## src/rtl/pc_sequencer.sv

```systemverilog
// Pipeline control sequencer: Moore FSM that drives PC start/stall, IF/ID flush
// and next-PC select, and counts stall cycles.
module pc_sequencer #(
    parameter int FLUSH_CYC = 1,
    parameter int CNT_W     = 16
) (
    input  logic             clk_i,
    input  logic             rst_i,
    input  logic             go_i,
    input  logic             halt_i,
    input  logic             ld_hazard_i,
    input  logic             branch_taken_i,
    input  logic             imem_ready_i,
    input  logic             dmem_busy_i,
    output logic             start_o,
    output logic             stall_o,
    output logic             flush_o,
    output logic             pc_sel_o,
    output logic [2:0]       state_o,
    output logic [CNT_W-1:0] stall_cnt_o
);

    typedef enum logic [2:0] {
        IDLE     = 3'd0,
        RUN      = 3'd1,
        HAZ      = 3'd2,
        MEM_WAIT = 3'd3,
        FLUSH    = 3'd4,
        HALT     = 3'd5
    } state_t;

    localparam logic [2:0] FLUSH_LAST = 3'(FLUSH_CYC - 1);

    state_t           state_q, state_d;
    logic [2:0]       fcnt_q, fcnt_d;
    logic             halt_pend_q, halt_pend_d;
    logic [CNT_W-1:0] stall_cnt_q, stall_cnt_d;
    logic             start_q, start_d;
    logic             stall_q, stall_d;
    logic             flush_q, flush_d;
    logic             pc_sel_q, pc_sel_d;
    logic             mem_wait;

    assign mem_wait = !imem_ready_i || dmem_busy_i;

    always_comb begin
        state_d     = state_q;
        fcnt_d      = fcnt_q;
        halt_pend_d = halt_pend_q;
        case (state_q)
            IDLE: if (go_i) state_d = RUN;
            RUN: begin
                if (halt_i || halt_pend_q) begin
                    state_d     = HALT;
                    halt_pend_d = 1'b0;
                end else if (mem_wait) begin
                    state_d = MEM_WAIT;
                end else if (branch_taken_i) begin
                    state_d = FLUSH;
                    fcnt_d  = 3'd0;
                end else if (ld_hazard_i) begin
                    state_d = HAZ;
                end
            end
            HAZ: begin
                if (halt_i) halt_pend_d = 1'b1;
                state_d = mem_wait ? MEM_WAIT : RUN;
            end
            MEM_WAIT: begin
                if (halt_i) halt_pend_d = 1'b1;
                if (!mem_wait) state_d = RUN;
            end
            FLUSH: begin
                if (halt_i) halt_pend_d = 1'b1;
                // memory status is deliberately not looked at here; RUN picks it up
                if (fcnt_q >= FLUSH_LAST) begin
                    state_d = RUN;
                    fcnt_d  = 3'd0;
                end else begin
                    fcnt_d = fcnt_q + 3'd1;
                end
            end
            HALT: begin
                if (go_i) begin
                    state_d     = RUN;
                    halt_pend_d = 1'b0;
                end
            end
            default: state_d = IDLE;
        endcase
    end

    // Outputs are flopped from the next-state decode so they line up with state_q.
    always_comb begin
        start_d  = (state_d == RUN) || (state_d == HAZ) || (state_d == MEM_WAIT) || (state_d == FLUSH);
        stall_d  = (state_d == HAZ) || (state_d == MEM_WAIT);
        flush_d  = (state_d == FLUSH);
        pc_sel_d = (state_d == FLUSH) && (fcnt_d == 3'd0);
    end

    always_comb begin
        stall_cnt_d = stall_cnt_q;
        if (((state_q == IDLE) || (state_q == HALT)) && go_i)
            stall_cnt_d = '0;
        else if (stall_q && (stall_cnt_q != {CNT_W{1'b1}}))
            stall_cnt_d = stall_cnt_q + 1'b1;
    end

    always_ff @(posedge clk_i or posedge rst_i) begin
        if (rst_i) begin
            state_q     <= IDLE;
            fcnt_q      <= 3'd0;
            halt_pend_q <= 1'b0;
            stall_cnt_q <= '0;
            start_q     <= 1'b0;
            stall_q     <= 1'b0;
            flush_q     <= 1'b0;
            pc_sel_q    <= 1'b0;
        end else begin
            state_q     <= state_d;
            fcnt_q      <= fcnt_d;
            halt_pend_q <= halt_pend_d;
            stall_cnt_q <= stall_cnt_d;
            start_q     <= start_d;
            stall_q     <= stall_d;
            flush_q     <= flush_d;
            pc_sel_q    <= pc_sel_d;
        end
    end

    assign start_o     = start_q;
    assign stall_o     = stall_q;
    assign flush_o     = flush_q;
    assign pc_sel_o    = pc_sel_q;
    assign state_o     = state_q;
    assign stall_cnt_o = stall_cnt_q;

endmodule

```

## config.mk

```make
export PLATFORM = sky130hd
export DESIGN_NAME = pc_sequencer
export DESIGN_NICKNAME = d
export VERILOG_FILES = /design/src/rtl/pc_sequencer.sv
export SDC_FILE = /design/constraint.sdc
export NUM_CORES = 1
export LEC_CHECK = 0
export CAP_MARGIN = 20
export CORE_AREA = 5 5 54 61
export DETAILED_ROUTE_END_ITERATION = 6
export DIE_AREA = 0 0 59 66
export HOLD_SLACK_MARGIN = 0.12
export MAX_ROUTING_LAYER = met4
export PLACE_DENSITY = 0.82
export SYNTH_ARGS = -nofsm -noshare
export SYNTH_HDL_FRONTEND = slang
export SYNTH_SLANG_ARGS = --single-unit
```

## constraint.sdc

```tcl
create_clock -name clk_i -period 5.1 [get_ports clk_i]
set_input_delay 1.02 -clock clk_i [delete_from_list [all_inputs] [get_ports clk_i]]
set_output_delay 1.02 -clock clk_i [all_outputs]
set_load 0.02 [all_outputs]
```

### After elaboration in Yosys (flattened, before gate mapping)

Index checks and enable logic that the tools add are counted.

| operators by class | value |
|---|---|
| multiplexer cells | 20 |
| equal/unequal tests | 13 |
| magnitude comparators | 1 |
| $add $sub $neg | 2 |
| reduce and logical (&&, ||, !) cells | 18 |

Operators by type and width:

| operator | count |
|---|---|
| $mux 3 | 11 |
| $mux 16 | 2 |
| $add 16x1->16 const B | 1 |
| $ne 16x16->1 const B | 1 |
| $pmux 3 s5 | 1 |
| $eq 3x2->1 const B | 4 |
| $eq 3x3->1 const B | 3 |
| $logic_or 1x1->1 | 7 |
| $eq 3x1->1 const B | 2 |
| $logic_not 3->1 | 2 |
| $pmux 3 s2 | 1 |
| $ne 2x2->1 const B | 2 |
| $reduce_and 4->1 | 1 |
| $add 3x1->3 const B | 1 |
| $ge 3x1->1 const B | 1 |
| $logic_and 1x1->1 | 3 |
| $mux 1 | 3 |
| $pmux 1 s3 | 1 |
| $reduce_bool 3->1 | 1 |
| $reduce_or 3->1 | 1 |
| $mux 2 | 1 |
| $ne 2x1->1 const B | 1 |
| $reduce_bool 2->1 | 1 |
| $reduce_or 2->1 | 1 |
| $logic_not 1->1 | 1 |

| word-level totals | value |
|---|---|
| word-level logic and storage cells | 62 |
| input port bits | 8 |
| register bits after elaboration | 27 |
| output and inout bits | 23 |

### Longest topological paths before layout

| logic depth | value |
|---|---|
| depth in word-level cells | 9 |
| gate-level depth with buffers | 6 |
| gate-level depth less buffers | 5 |

### Worst setup path after synthesis

OpenSTA, ideal clock, no wires.

| timing | value |
|---|---|
| path kind | input -> register |
| start point | input halt_i |
| end point | register start_q, in the netlist start_o |
| slack | 2.893 ns |
| setup time | 0.079 ns |
| path buffers | 0 |
| data required time | 5.021 ns |
| arrival time | 2.127 ns |
| stages | 5 |
| cell sequence | or4b_4 or3_4 clkinv_2 a221o_2 a2bb2oi_1 |

| on the way | value |
|---|---|
| elaborated cells on any way between the ends | 10 |
| those cells by class | eq/ne (4); mux (2); reduce/logical (4) |

RTL lines:

| what | RTL line | text |
|---|---|---|
| from (decl) | 10 | `input logic halt_i,` |
| $logic_or 1x1->1 | 53 | `if (halt_i \|\| halt_pend_q) begin` |
| $mux 3 | 53 |  |
| $pmux 3 s5 | 50 | `case (state_q)` |
| $eq 3x3->1 | - |  |
| named net flush_d | 40 | `logic flush_q, flush_d;` |
| $logic_or 1x1->1 | 95 | `start_d = (state_d == RUN) \|\| (state_d == HAZ) \|\| (state_d == MEM_WAIT) \|\| (state_d == FLUSH);` |
| named net start_d | 38 | `logic start_q, start_d;` |
| to (signal assigned) | 124 | `start_q <= start_d;` |
| to (decl) | 38 |  |

The timed path passes the listed nets, and every way through them passes these cells.
A chain may end at the register's enable or synchronous reset.

### Worst setup path in the final report

| timing | value |
|---|---|
| start point | register stall_q, in the netlist stall_o |
| end point | output stall_o |

RTL lines:

| what | RTL line | text |
|---|---|---|
| from (decl) | 39 | `logic stall_q, stall_d;` |
| from (signal assigned) | 125 | `stall_q <= stall_d;` |
| to (decl) | 16 | `output logic stall_o,` |

No word-level cell between the ends.

==> results.md <==
* CP bufs+invs at 1
* Mean area per synthesized cell at 9.195 um^2
* Core ar. at 2653 um^2
* Cell taking the most area after synthesis: dfrtp_1
* First-pass GRT wire length at 5.078 mm
* Crit path max-delay family: buffers and inverters
* Non-Filler Instances at 205
* Final slew viol count at 0
* Leakage at 0.0006574 uW
* Max-cap violations at 0
* Tmin final at 2542 ps
* # hold bufs at CTS at 0
* Period utilisation layout at 0.4985
* Max-slew headroom at 0.3996
* Placed cell count at 201
* Setup Fix Bufs, Post-CTS at 0
* Worst-path maximum fanout at 10
* #FFs+latches synth at 24
* CTS tree: yes
* Worst EP required at 4080 ps
* TNS Setup at 0 ps
* Area contributors post-synth: dfrtp_1 45%, a21oi_1 5.6%, and4_1 3.3%, nand3_1 3.0%, nand2_1 2.8%
* # DRC at 0
* Hold Crit Class: reg -> reg
* Ys Warns at 0
* Synth Flop Type: dfrtp_1
* Worst Path Arrival at 1520 ps
* Post-synth EDFFs at 0
* GR Overflow Total at 0
* Share of layout cells above drive strength 1 at 0.05233
* Place WS at 2327 ps
* Initial core utilization at 0.5061
* Overall power at 640.9 uW
* Setup-failing EPs final at 0
* RSZ-0062 raised after global routing: false
* Post_cts resized at 0
* CTS sink cnt at 24
* Clock Skews at 8.616 ps
* Area delta synth->final at 25.16%
* PD cells at 381.4 nW/um^2
* Clock buffer depth at 2
* N_diodes at 0
* Synthesized instance count at 146
* Via count of the first global-routing pass at 1,158
* Synth async-reset ratio at 1.000
* Filler instances at 245
* Fmax at 393.4 MHz
* Die ar. at 3894 um^2
* Sequential fraction of the synthesis area at 0.4473
* Worst-Skew Late Latency at 310 ps
* Clock root buffer: clkbuf_4
* Setup crit end kind: output pin
* Num rows at 20
* Pin count of the biggest net entering global routing at 25
* DP Area at 1644 um^2
* WL per Instance at 14.95 um
* Via count at 1,293
* Worst-margin pin slew at 899.6 ps
* Routed WL at 3.065 mm
* Port Buf Inserts at 30
* Crit Path Class: reg -> out
* CTS clk-pin slew, worst paths at 130 ps
* Final Hold Vio Count at 0
* Yosys top cell area share at 0.4473
* Yosys cell types at 40
* Vias per cell at 6.307
* Gr usage total at 0.1679
* Global placement routability congestion at 0.8324
* Synthesized Nets at 155
* Synth cell count leaders: 24 x dfrtp_1, 15 x a21oi_1, 10 x nand2_1, 8 x nand3_1, 7 x o21ai_0
* Detailed placement HPWL at 2.323 mm
* Die X at 59 um
* Total CTS buffers at 3
* Status: completed
* Startpoint types: flip-flop
* Final Cell Area at 1680 um^2
* CP cell instances: clkdlybuf4s50_1
* Slowest stage delay, CP at 670 ps
* H-tree levels at 1
* Most frequent cell after synthesis: dfrtp_1
* Die height at 66 um
* First DRT Iteration DRCs at 18
* Final ANT Viol Nets at 0
* Crit path setup slack, layout at 2558 ps
* Synth Cell Area at 1343 um^2
* Slowest-stage cell, CP: clkdlybuf4s50_1
* Worst VDD drop at 0.0003021 V
* Drt pass-1 iters at 4
* Initial antenna violation count at 0
* # IOs at 31
* Nets at 182
final timing paths:
path                                  from              end  slack (ps)  cells after the start
max                                stall_o          stall_o        2560                      1
min                        stall_cnt_o[13]  stall_cnt_o[13]         560                      1
max reg2reg                 stall_cnt_o[0]   stall_cnt_o[7]        3020                      5
min reg2reg                stall_cnt_o[13]  stall_cnt_o[13]         560                      1
max in group asynchronous            rst_i  stall_cnt_o[15]        3360                      2
min in group asynchronous            rst_i   stall_cnt_o[1]        1190                      2
per-stage QoR:
stage          utilization  hold WS, ps
3_5_place_dp        0.6198        540.9
3_3_place_gp        0.6198        523.8
2_1_floorplan            -        567.5
5_1_grt             0.6335        603.1
6_report            0.6335        561.1
4_1_cts             0.6335        557.0
power breakdown:
group	switching, uW	internal (uW)
combinational	139	120
sequential	60.7	224
clock	53.7	43.6
cell usage in the layout (no fill, tap or decap), types with 2 or more instances in the layout:
master           Yosys  final
and3_1               2      2
nand2_1             10     10
or3_1                4      4
o31ai_1              4      4
or4_1                5      5
nand3_1              8      8
a211oi_1             2      2
nand4_1              5      5
nor2_1               5      5
clkdlybuf4s50_1      0     30
a31oi_1              5      5
and4_1               5      5
clkbuf_4             0      3
a21oi_1             15     15
and2_1               3      3
o21ai_0              7      7
nand3b_1             3      3
o211ai_1             2      2
dfrtp_1             24     24
nor4_1               2      2
inv_1                6      6
nor2b_1              2      2
nor3_1               3      3
layer usage:
metal / GRT usage / part of all wire
met4: 0.05099 / 0.013
met5: - / 0
met2: 0.2776 / 0.50
met3: 0.02734 / 0.065
met1: 0.2096 / 0.43
sequential cells by signal (all words and copies together) (netlist names):
name         cells
pc_sel_o         1
state_o          3
stall_cnt_o     16
halt_pend_q      1
flush_o          1
stall_o          1
start_o          1
layout make-up:
class,instances,area [um^2],share of cell area
Clock buffer,4,36.28,0.02159
Inverter,7,27.53,0.01638
Multi-Input combinational cell,107,674.4,0.4013
Sequential cell,24,600.6,0.3574
Tap cell,33,41.29,0.02457
Timing Repair Buffer,30,300.3,0.1787
kinds of logic (layout without fill, tap and decap cells):
family / after synthesis / after routing / share of synthesized area
flip-flops: 24 / 24 / 0.4473
AND/OR/NAND/NOR: 60 / 60 / 0.2693
buffers and inverters: 15 / 41 / 0.05032
XOR/XNOR: 1 / 1 / 0.006525
adder cells (fa/ha/maj): 1 / 1 / 0.009318
AO/OA/AOI/OAI: 45 / 45 / 0.2171
No activity file was read; power rests on OpenSTA's default activity.
